[config.mk]
export PLATFORM = sky130hd
export DESIGN_NAME = bf_relax_sequencer
export DESIGN_NICKNAME = d
export VERILOG_FILES = /design/src/rtl/bf_relax_sequencer.sv
export SDC_FILE = /design/constraint.sdc
export NUM_CORES = 1
export LEC_CHECK = 0
export CORE_ASPECT_RATIO = 0.8
export CORE_MARGIN = 2
export CORE_UTILIZATION = 50
export CTS_CLUSTER_SIZE = 8
export DETAILED_ROUTE_END_ITERATION = 10
export PLACE_DENSITY = 0.76
export SYNTH_ARGS = -nofsm -noshare
export SYNTH_HDL_FRONTEND = slang
export SYNTH_SLANG_ARGS = --single-unit
[constraint.sdc]
create_clock -name Bus2IP_Clk -period 8.75 [get_ports Bus2IP_Clk]
set_input_delay 1.75 -clock Bus2IP_Clk [delete_from_list [all_inputs] [get_ports Bus2IP_Clk]]
set_output_delay 1.75 -clock Bus2IP_Clk [all_outputs]
set_load 0.01 [all_outputs]
[src/rtl/bf_relax_sequencer.sv]
// Bellman-Ford relaxation sequencer for a 16-node graph: scans the 16x16 weight
// RAM one edge per cycle, keeps distances in registers, flags negative cycles.
module bf_relax_sequencer #(
  parameter int W_WIDTH = 16,
  parameter int D_WIDTH = 24
) (
  input  logic               Bus2IP_Clk,
  input  logic               Bus2IP_Reset,
  input  logic               start,
  input  logic [3:0]         src,
  output logic               w_en,
  output logic [7:0]         w_addr,
  input  logic [W_WIDTH-1:0] w_data,
  output logic               busy,
  output logic               done,
  output logic               neg_cycle,
  output logic               ovf,
  output logic [3:0]         pass_cnt,
  input  logic [3:0]         rd_idx,
  output logic [D_WIDTH-1:0] rd_dist
);

  localparam logic [W_WIDTH-1:0]        NO_EDGE = {1'b1, {(W_WIDTH-1){1'b0}}};
  localparam logic [D_WIDTH-1:0]        INF     = {1'b0, {(D_WIDTH-1){1'b1}}};
  localparam logic signed [D_WIDTH:0]   SUM_MIN = {2'b11, {(D_WIDTH-1){1'b0}}};
  localparam logic signed [D_WIDTH:0]   SUM_INF = {2'b00, {(D_WIDTH-1){1'b1}}};
  localparam logic [3:0]                DETECT_PASS = 4'd15;

  typedef enum logic [2:0] {
    S_IDLE = 3'd0,
    S_INIT = 3'd1,
    S_SCAN = 3'd2,
    S_LAST = 3'd3,
    S_DONE = 3'd4
  } state_t;

  state_t                r_state;
  state_t                w_state_nxt;
  logic [D_WIDTH-1:0]    r_dist [16];
  logic [7:0]            r_cnt;
  logic [3:0]            r_pass;
  logic [3:0]            r_src;
  logic                  r_neg;
  logic                  r_ovf;
  logic                  r_upd;
  logic                  r_eval_vld;
  logic [7:0]            r_eval_addr;

  logic [3:0]            w_u;
  logic [3:0]            w_v;
  logic [D_WIDTH-1:0]    w_du;
  logic [D_WIDTH-1:0]    w_dv;
  logic signed [D_WIDTH:0] w_dv_ext;
  logic signed [D_WIDTH:0] w_w_ext;
  logic signed [D_WIDTH:0] w_sum_raw;
  logic signed [D_WIDTH:0] w_sum;
  logic                  w_skip;
  logic                  w_clamp;
  logic                  w_cand;
  logic                  w_relax;
  logic                  w_detect;
  logic                  w_upd_any;

  assign w_en      = (r_state == S_SCAN);
  assign w_addr    = r_cnt;
  assign busy      = (r_state == S_INIT) || (r_state == S_SCAN) || (r_state == S_LAST);
  assign done      = (r_state == S_DONE);
  assign neg_cycle = r_neg;
  assign ovf       = r_ovf;
  assign pass_cnt  = r_pass;
  assign rd_dist   = r_dist[rd_idx];

  // Edge evaluation one cycle behind the address that fetched its weight.
  always_comb begin
    w_u       = r_eval_addr[7:4];
    w_v       = r_eval_addr[3:0];
    w_du      = r_dist[w_u];
    w_dv      = r_dist[w_v];
    w_dv_ext  = $signed({w_dv[D_WIDTH-1], w_dv});
    w_w_ext   = $signed({{(D_WIDTH+1-W_WIDTH){w_data[W_WIDTH-1]}}, w_data});
    w_sum_raw = $signed({w_du[D_WIDTH-1], w_du}) + w_w_ext;
    w_skip    = (w_data == NO_EDGE) || (w_du == INF);
    w_sum     = w_sum_raw;
    w_clamp   = 1'b0;
    w_cand    = 1'b0;
    if (r_eval_vld && !w_skip) begin
      if (w_sum_raw < SUM_MIN) begin
        w_sum   = SUM_MIN;
        w_clamp = 1'b1;
      end else begin
        w_sum   = w_sum_raw;
      end
      w_cand = (w_sum < w_dv_ext) && (w_sum < SUM_INF);
    end else begin
      w_cand = 1'b0;
    end
    w_relax   = w_cand && (r_pass != DETECT_PASS);
    w_detect  = w_cand && (r_pass == DETECT_PASS);
    w_upd_any = r_upd || w_relax;
  end

  // Next-state decode.
  always_comb begin
    w_state_nxt = r_state;
    case (r_state)
      S_IDLE: begin
        if (start) w_state_nxt = S_INIT;
        else       w_state_nxt = S_IDLE;
      end
      S_INIT: w_state_nxt = S_SCAN;
      S_SCAN: begin
        if (r_cnt == 8'd255) w_state_nxt = S_LAST;
        else                 w_state_nxt = S_SCAN;
      end
      S_LAST: begin
        if (r_pass == DETECT_PASS) w_state_nxt = S_DONE;
        else if (w_upd_any)        w_state_nxt = S_SCAN;
        else                       w_state_nxt = S_DONE;
      end
      S_DONE:  w_state_nxt = S_IDLE;
      default: w_state_nxt = S_IDLE;
    endcase
  end

  // State register.
  always_ff @(posedge Bus2IP_Clk) begin
    if (Bus2IP_Reset) r_state <= S_IDLE;
    else              r_state <= w_state_nxt;
  end

  // Distance array, pass bookkeeping and status flags.
  always_ff @(posedge Bus2IP_Clk) begin
    if (Bus2IP_Reset) begin
      for (int i = 0; i < 16; i++) r_dist[i] <= INF;
      r_cnt       <= 8'd0;
      r_pass      <= 4'd0;
      r_src       <= 4'd0;
      r_neg       <= 1'b0;
      r_ovf       <= 1'b0;
      r_upd       <= 1'b0;
      r_eval_vld  <= 1'b0;
      r_eval_addr <= 8'd0;
    end else begin
      r_eval_vld  <= (r_state == S_SCAN);
      r_eval_addr <= r_cnt;
      case (r_state)
        S_IDLE: begin
          if (start) r_src <= src;
        end
        S_INIT: begin
          for (int i = 0; i < 16; i++) r_dist[i] <= INF;
          r_dist[r_src] <= {D_WIDTH{1'b0}};
          r_cnt  <= 8'd0;
          r_pass <= 4'd0;
          r_neg  <= 1'b0;
          r_ovf  <= 1'b0;
          r_upd  <= 1'b0;
        end
        S_SCAN, S_LAST: begin
          if (w_clamp)  r_ovf <= 1'b1;
          if (w_detect) r_neg <= 1'b1;
          if (w_relax) begin
            r_dist[w_v] <= w_sum[D_WIDTH-1:0];
            r_upd       <= 1'b1;
          end
          if (r_state == S_SCAN) begin
            r_cnt <= r_cnt + 8'd1;
          end else if (r_pass != DETECT_PASS) begin
            // Relax pass end: either restart the scan or finish with no cycle.
            r_upd <= 1'b0;
            if (w_upd_any) r_pass <= r_pass + 4'd1;
            else           r_neg  <= 1'b0;
          end
        end
        default: begin
          r_cnt <= r_cnt;
        end
      endcase
    end
  end

endmodule
==> results of run 1 <==
-- final cells by class --
type | count | area, um^2 | share of cell area
clock buffer | 83 | 1567 | 0.05268
timing repair buffer | 157 | 1535 | 0.05163
tap | 693 | 867.1 | 0.02916
inverter | 36 | 135.1 | 0.004544
multi-input combinational | 1326 | 13450 | 0.4524
clock inverter | 1 | 8.758 | 0.0002945
sequential | 415 | 12170 | 0.4092
antenna | 1 | 2.502 | 0.00008415
-- timing repair --
item | CTS | global route
hold buffers | 0 | 0
setup buffers | 0 | 0
endpoints found under the setup margin | 0 | 764
resized for setup | 0 | 2
-- cell usage after synthesis (4+ instances only) --
cell      count  area, um^2
inv_1        36       135.1
a211oi_1     11       82.58
and2_1       14       87.58
buf_1        20       75.07
nand4_1      29       181.4
a22oi_1      30       225.2
a41o_1        4       40.04
mux2_2        5       56.30
and3_1       12       75.07
ha_1         50       625.6
nand3_1     106       530.5
a211o_1       4       35.03
mux4_2      341        7680
nand2b_1     15       93.84
buf_2        66       330.3
o21ai_0      29       145.1
and4_1        5       43.79
a21oi_1      44       220.2
nor2_1       67       251.5
edfxtp_1    384       11530
o211ai_1      5       37.54
or2_2         7       43.79
o31ai_1       6       45.04
or2b_1        4       30.03
clkbuf_1     94       352.8
or3_1        11       68.82
nand2_1     346        1299
xor2_1        6       52.55
buf_6         4       45.04
dfxtp_1      31       620.6
a21o_1       13       97.59
o21bai_1      5       37.54
a32o_1        5       50.05
a31o_2       11       96.34
nor3_1       18       90.09
nor2b_1      32       200.2
xnor2_1      13       113.9
mux2i_1      15       150.1
buf_4         5       37.54
nor4_1       12       75.07
o21a_1       10       75.07
-- metrics by stage --
stage	total power [mW]	area, um^2
after CTS	4.821	29720
after global placement	2.801	28150
after detailed placement	2.811	28150
after floorplan	2.582	26480
final	4.853	29740
after global routing	4.949	29730
-- critical path, stage by stage, from the launching register on --
cell and delay (ns):
dfxtp_2 0.82, buf_4 0.43, mux2i_1 0.12, mux2i_1 0.77
ha_1 0.37, fa_1 0.27, a21o_1 0.16, a221o_1 0.25
a21o_1 0.21, nand3_1 0.14, a21oi_1 0.45, nor2_4 0.21
nor4_1 0.47, ha_1 0.31, and3_1 0.21, a41o_1 0.23
a31oi_1 0.14, o21ai_0 0.15, nor4_1 0.29, a311o_1 0.45
nand4_4 0.21, nor4_4 0.20, buf_4 0.33, nand2b_1 0.59
nand3_1 0.27
-- state kept, by name, indices dropped and copies added (netlist names) --
signal / flops
r_dist: 384
r_eval_addr: 8
w_addr: 8
pass_cnt: 4
r_src: 4
r_state: 3
neg_cycle: 1
ovf: 1
r_eval_vld: 1
r_upd: 1
-- worst min-delay path by stage --
stage	start	end	depth (start not counted)
after global placement	w_addr[7]$_SDFFE_PP0P_	r_eval_addr[7]$_SDFF_PP0_	2
after CTS	w_addr[7]$_SDFFE_PP0P_	r_eval_addr[7]$_SDFF_PP0_	2
after detailed placement	w_addr[7]$_SDFFE_PP0P_	r_eval_addr[7]$_SDFF_PP0_	2
after global routing	w_addr[7]$_SDFFE_PP0P_	r_eval_addr[7]$_SDFF_PP0_	2
final	w_addr[7]$_SDFFE_PP0P_	r_eval_addr[7]$_SDFF_PP0_	2
after floorplan	r_upd$_SDFFE_PP0P_	r_upd$_SDFFE_PP0P_	2
-- layer usage --
layer / GRT usage / part of all wire
met4: 0.1401 / 0.047
met5: 0.01075 / 0.00085
met3: 0.1592 / 0.19
met1: 0.4506 / 0.34
met2: 0.4682 / 0.42
-- cells by family after synthesis --
group | Yosys count | synth area share
flip-flops | 415 | 0.4589
buffers and inverters | 226 | 0.03704
multiplexers | 361 | 0.2978
adder cells (fa/ha/maj) | 51 | 0.02438
AND/OR/NAND/NOR | 694 | 0.1224
XOR/XNOR | 19 | 0.006284
AO/OA/AOI/OAI | 201 | 0.05316
-- power by group through the flow --
stage,Clock [mW],Combinational (mW),Sequential [mW]
global route,2.12,0.617,2.21
global placement,0,0.555,2.25
CTS,2.05,0.566,2.21
detailed placement,0,0.563,2.25
floorplan,0,0.343,2.24
finish,2.05,0.594,2.21
==> results.txt, run 1 <==
- Clock tree root buffer cell: clkbuf_16
- Cell internal power was estimated by the tool at 3.604 mW.
- CTS built an H-tree with a depth of 2.
- In this run, synthesis inferred 384 flip-flops with an integrated enable.
- Leading cell types in the layout, fill and taps excluded: edfxtp_1 (384), nand2_1 (346), mux4_2 (341)
* Instance count of the mapped netlist: 1967
- Of the total power, combinational logic draws 0.122.
- Initial DRC Count: 3852
- Subtracting the final worst setup slack from the clock period gives 8.282 ns.
* Register clock-pin slew on the reported worst setup and hold paths: 0.05 ns
- FP Rows: 75
- Before CTS, the worst setup slack after placement is 0.2455 ns.
- The die covers 0.05483 mm^2.
* Power per cell area: 163.2 mW/mm^2
- After global routing the overflow that remains totals 0.
* Required time of the critical path: 9.19 ns
* Least-Margin Pin Slew: 1.386 ns
* Die extent in x: 261.3 um
- Of all nets on the critical path, the largest fanout is 20.
* Buffer levels on the longest clock path: 3
- Detailed routing inserted a total of 20300 vias.
* Critical Path AT: 8.72 ns
* DR WL/cell: 33.51 um
* LEAKAGE: 7.820 nW
- Fraction of power spent switching nets: 0.2574
- The min-delay analysis places its worst path in the category reg -> reg.
* Layout cells sized above 1: 0.2716
- The share of total power dissipated in the clock network is 0.422.
- Entering global routing, the biggest net connects 70 pins.
- The core region is 0.05236 mm^2.
* Average vias per placed instance: 7.485
- Kind of end point of the critical path: flop
- TritonCTS Sinks: 415
- # DRC: 0
- VDD sags by at most 146.3 uV.
- Yosys printed 0 warnings.
- Ys flop type: edfxtp_1
- TritonCTS clock tree: built
- The HPWL after detailed placement is 58820 um.
- Following the worst setup path forward leads to its endpoint at r_dist[0][4]$_SDFFCE_PN1P_.
* RSZ-0062 raised after global routing: no
- Setup TNS: 0 ns
- Synth Net Count: 2045
- Across the run, the number of max-cap violations was 0.
- Slack of the critical path: 0.4679 ns
- Final hold violations: 0
- Type of element launching the critical path: flop
- The via count of the first global-routing pass came to 19890.
- Post-synth design cell area: 0.02648 mm^2
- Dividing the final minimum period by the clock period gives 0.9465.
- After detailed routing, the total wire length is 90870 um.
- For this run, asynchronously set or reset flops after synthesis account for 0.
- Area growth from synthesis to final layout: 12.30%
* Later-pin clock latency in the skew report: 0.62 ns
- Vert. Die Dim: 209.8 um
* Number of buffer cells added on primary ports: 67
- Clock skew on the completed layout was measured at 0.02046 ns.
- Number of standard cells in the layout, taps in and fillers out: 2712
- Across every metal layer, demand over resource in global routing totals 0.3357.
- Once detail routing completed, the nets flagged for antenna violations numbered 0.
- The number of clock buffers added by TritonCTS is 57.
* WS Path Type: reg -> reg
- Including well taps, the total number of placed cells is 2627.
- Outcome: finished clean
- The pre-antenna-repair detailed-routing pass consisted of 8 iterations.
* NetSw: 1.249 mW
- I/O pin total: 68
* Count of unique library cells instantiated by Yosys: 70
- F_max: 120.7 MHz
* Number of antenna violations at the first check in global routing: 2
* Final core utilization: 0.5679
- Minimum setup slack among reg-to-reg paths: 0.47 ns
* Share of total power in sequential cells: 0.455
* Reg-to-Reg Start: r_eval_addr[5]$_SDFF_PP0_
- Most common cell after layout, fill and taps aside: edfxtp_1
- CP startpoint: r_eval_addr[5]$_SDFF_PP0_
- Hold is met by 0.4964 ns.
* Final Slew Violations: 0
- Worst r2r path cells: 24
- In this run the critical register-to-register path is captured at r_dist[0][4]$_SDFFCE_PN1P_.
* Final GP Congestion: 0.9355
- The worst pin sits at a relative slew slack of 0.07621.
* Number of setup violations in the final report: 0
- The share of the Yosys chip area taken by registers is 0.4589.
* Initial core utilization: 0.5057
- Number of fill cells: 4035
- Number of nets at the end of the flow: 2071
- Wire length of the first global-routing pass: 132200 um
* Flops & latches, synth: 415
- Each instance of the synthesized netlist takes up on average 13.46 um^2.
Note: power is estimated with default switching activity, not from simulation.
==> run 2: changes to the inputs <==
--- a/config.mk
+++ b/config.mk
@@ -10,7 +10,8 @@
 export CORE_UTILIZATION = 50
 export CTS_CLUSTER_SIZE = 8
 export DETAILED_ROUTE_END_ITERATION = 10
-export PLACE_DENSITY = 0.76
+export PLACE_DENSITY = 0.74
+export SETUP_SLACK_MARGIN = 0.3
 export SYNTH_ARGS = -nofsm -noshare
 export SYNTH_HDL_FRONTEND = slang
 export SYNTH_SLANG_ARGS = --single-unit
==> constraint.sdc (replaced) <==
create_clock -name Bus2IP_Clk -period 10.7 [get_ports Bus2IP_Clk]
set_input_delay 2.14 -clock Bus2IP_Clk [delete_from_list [all_inputs] [get_ports Bus2IP_Clk]]
set_output_delay 2.14 -clock Bus2IP_Clk [all_outputs]
set_load 0.01 [all_outputs]
==> run 2 against run 1 <==
- die area is the same
- sequential share of layout area up 0.32 points
- register-to-register slack better by 0.26 ns
- final cell count fell by 0.44%
- critical path depth decreased by 2
- combinational power is 22% lower
- worst setup slack better by 0.26 ns
- via count fell by 0.50%
- count of clock-buffer cells in the layout increased by 14
- non-clock buffer count is 26 lower
- design area down 0.77%
- global-route usage rose by 0.15 points
- largest power group unchanged
==> results.txt, run 2 (synthesized netlist as in run 1, its figures left out) <==
* Final Cycle Share: 0.9319 (-0.01466)
* End of the worst register-to-register path: r_dist[1][15]$_SDFFCE_PN1P_
- The initial antenna violation count was 3 (+1).
- The final setup TNS came to 0 ns (unchanged).
* Maximum level of the CTS H-tree: 2 (unchanged)
- Die extent in x: 261.3 um (unchanged)
- The power density relative to cell area is 136.0 mW/mm^2 (-17%).
* Routed wire length: 91650 um (+0.86%)
* I/O pin total: 68 (unchanged)
* Final core utilization: 0.5636 (-0.004349)
- The post-CTS setup repair buffer count is 0 (unchanged).
* Wire length of the first global-routing pass: 132400 um (about the same)
- Number of gates resized after cts: 0 (unchanged)
- Count of cells along the worst hold path: 2 (unchanged)
* Number of buffers added by the clock tree synthesis step: 58 (+1.8%)
- Final Slew Violations: 0 (unchanged)
- The final setup slack of the worst path is 0.7290 ns (+0.2611 ns).
- Number of nets at the end of the flow: 2046 (-1.2%)
* Final GP Congestion: 0.9739 (+4.1%)
- The average routed wire per standard cell is 33.94 um (+1.3%).
* Pre-Repair DR Iteration Count: 6 (-2)
- Global routing usage on met2: 0.4583 (-0.009852)
- Max-capacitance violation count: 0 (unchanged)
* Outcome: finished clean
- The starting density of the core is 0.5057 (unchanged).
* Worst slack at placement: 0.5971 ns (+0.3515 ns)
* Least-Margin Pin Slew: 1.443 ns (+0.05699 ns)
- r_dist holds more flip-flops than any other register.
* Initial DRC Count: 3410 (-11%)
* Crit path max fanout: 34 (+70%)
- Placed instance count: 2601 (-0.99%)
- The largest net degree at the start of global routing came to 68 (-2.9%).
* TritonCTS Sinks: 415 (unchanged)
- For hold timing, the worst endpoint is r_eval_addr[7]$_SDFF_PP0_.
* Number of flip-flops in the largest register: 384 (unchanged)
* Tightest hold margin: 0.5052 ns (+0.008710 ns)
- Clock tree synthesis selected as its root buffer the cell clkbuf_16.
- The number of buffer cells added on primary ports came to 67 (unchanged).
- The placed wire-length estimate after detailed placement came to 58830 um (about the same).
- The worst voltage drop across the vdd grid is 106.2 uV (-27%).
* Logic depth of the worst path, buffers included: 22 (-8.3%)
- The worst setup path is captured at a flop.
- The total of hold buffers inserted after clock tree synthesis is 0 (unchanged).
- TritonCTS clock tree: built
* Core ar.: 0.05236 mm^2 (unchanged)
- The setup path with the least slack is of type reg -> reg.
* Total cell area at the placement stage: 0.02783 mm^2 (-1.1%)
* Count of vias placed by the detailed router: 20200 (-0.50%)
- The remaining number of nets flagged by the antenna check after routing came to 0 (unchanged).
- Maximum cell stage delay along the critical path: 1.14 ns (+0.32 ns)
- Busiest grt layer: met1
- Critical Path AT: 10.41 ns (+1.69 ns)
- In this run the worst hold path is classified as reg -> reg.
- Setup repair after global routing left no endpoint under its margin.
- Tightest slew margin relative to the limit: 0.03099 (-0.04522)
- Number of setup violations in the final report: 0 (unchanged)
* Average vias per placed instance: 7.480 (about the same)
- The library cell used most frequently in the layout, excluding fill and tap cells, is edfxtp_1.
* Number of standard cells in the layout, taps in and fillers out: 2700 (-0.44%)
- The startpoint identified for the worst register-to-register timing path is r_eval_addr[4]$_SDFF_PP0_.
- The maximum number of buffers from clock root to sink is 3 (unchanged).
- The area growth from synthesis to layout is 11.44%.
- The startpoint identified for the worst hold timing path is w_addr[7]$_SDFFE_PP0P_.
* Leading cell types in the layout, fill and taps excluded: edfxtp_1 (384), nand2_1 (346), mux4_2 (341)
- Shortest clock period the worst path allows after layout: 9.971 ns (+1.689 ns)
- Global router's overall resource usage: 0.3372 (+0.001524)
- F_max: 100.3 MHz (-17%)
- The static leakage power came to 7.678 nW (-1.8%).
- The number of buffer and inverter instances along the worst setup path came to 1 (-1).
* Minimum setup slack among reg-to-reg paths: 0.73 ns (+0.26 ns)
* Total die area: 0.05483 mm^2 (unchanged)
* # DRC: 0 (unchanged)
- Total non-filler cell area in the finished layout: 0.02951 mm^2 (-0.77%)
- Traced cell by cell, the critical path runs through buf_4, mux4_2, mux4_2, ha_1, nand4_1, o22ai_1, o2111a_1, o31ai_1, xnor2_1, nor2_2, nor4_1, ha_1, and3_1, a41o_1, a31oi_1, o21ai_0, nor4_1, a311o_1, nand4_4, nor4_4, nand2_1, nand3_1.
- Later-pin clock latency in the skew report: 0.63 ns (about the same)
- Clock tree skew after final layout: 0.02529 ns (+0.004827 ns)
- Total overflow reported by the global router: 0 (unchanged)
- Met3 GRT Util: 0.1653 (+0.006159)
- The met1 usage in global routing came to 0.4660 (+0.01538).
- Slowest cell on the critical path: nor4_4
* Required time of the critical path: 11.14 ns (+1.95 ns)
- Worst r2r path cells: 22 (-8.3%)
- The worst setup path is launched from a flop.
* Vert. Die Dim: 209.8 um (unchanged)
* Power, Total: 4.012 mW (-17%)
- The row count was 75 (unchanged).
- The proportion of layout cells with a drive suffix above 1 was 0.2612 (-0.01034).
- The total count of hold-check failures in the final report is 0 (unchanged).
* Kind of cell adding the most delay to the critical path: simple AND/OR/NAND/NOR gates
- Via count of the first global-routing pass: 19560 (-1.7%)
- Register clock-pin slew on the reported worst setup and hold paths: 0.05 ns (about the same)
run 2: cell types whose count changed in the layout (fill, tap and decap cells not counted), sizes merged:
cell and change:
buf -26, clkbuf +14, clkinv +1, inv -1
run 2: how the worst max path moves through the flow:
stage | start | endpoint | slack (ns)
2_1_floorplan | w_data[15] | r_dist[1][0]$_SDFFCE_PN1P_ | 1.18
3_3_place_gp | w_data[15] | r_dist[12][18]$_SDFFCE_PN1P_ | 0.62
3_5_place_dp | w_data[15] | r_dist[12][18]$_SDFFCE_PN1P_ | 0.60
4_1_cts | r_eval_addr[4]$_SDFF_PP0_ | r_dist[12][18]$_SDFFCE_PN1P_ | 1.06
5_1_grt | r_eval_addr[4]$_SDFF_PP0_ | r_dist[5][5]$_SDFFCE_PN1P_ | 0.36
6_report | r_eval_addr[4]$_SDFF_PP0_ | r_dist[1][15]$_SDFFCE_PN1P_ | 0.73
run 2: tightest hold or removal path, cell delays in order (launching register included):
cell	delay, ns
dfxtp_1	0.33
inv_1	0.09
nor2_1	0.05
run 2: per-layer routing:
| layer | vias up | routed length [um] |
|---|---|---|
| met5 | - | 84 |
| met2 | 1966 | 37930 |
| met4 | 9 | 4061 |
| li1 | 7849 | - |
| met1 | 10010 | 32010 |
| met3 | 360 | 17560 |
run 2: layout make-up:
class	instances	area, um^2
Fill cell	4104	22850
Multi-Input combinational cell	1326	13460
Sequential cell	415	12170
Clock buffer	97	1672
Timing Repair Buffer	131	1197
Tap cell	693	867.1
Inverter	36	135.1
Clock inverter	1	8.758
Antenna cell	1	2.502
run 2: power breakdown:
part	total (mW)	internal, mW	leakage [nW]	switching (mW)
Combinational	0.464	0.153	3.88	0.311
Sequential	1.81	1.79	3.00	0.0156
Clock	1.74	1.04	0.804	0.697
Total	4.01	2.99	7.68	1.02
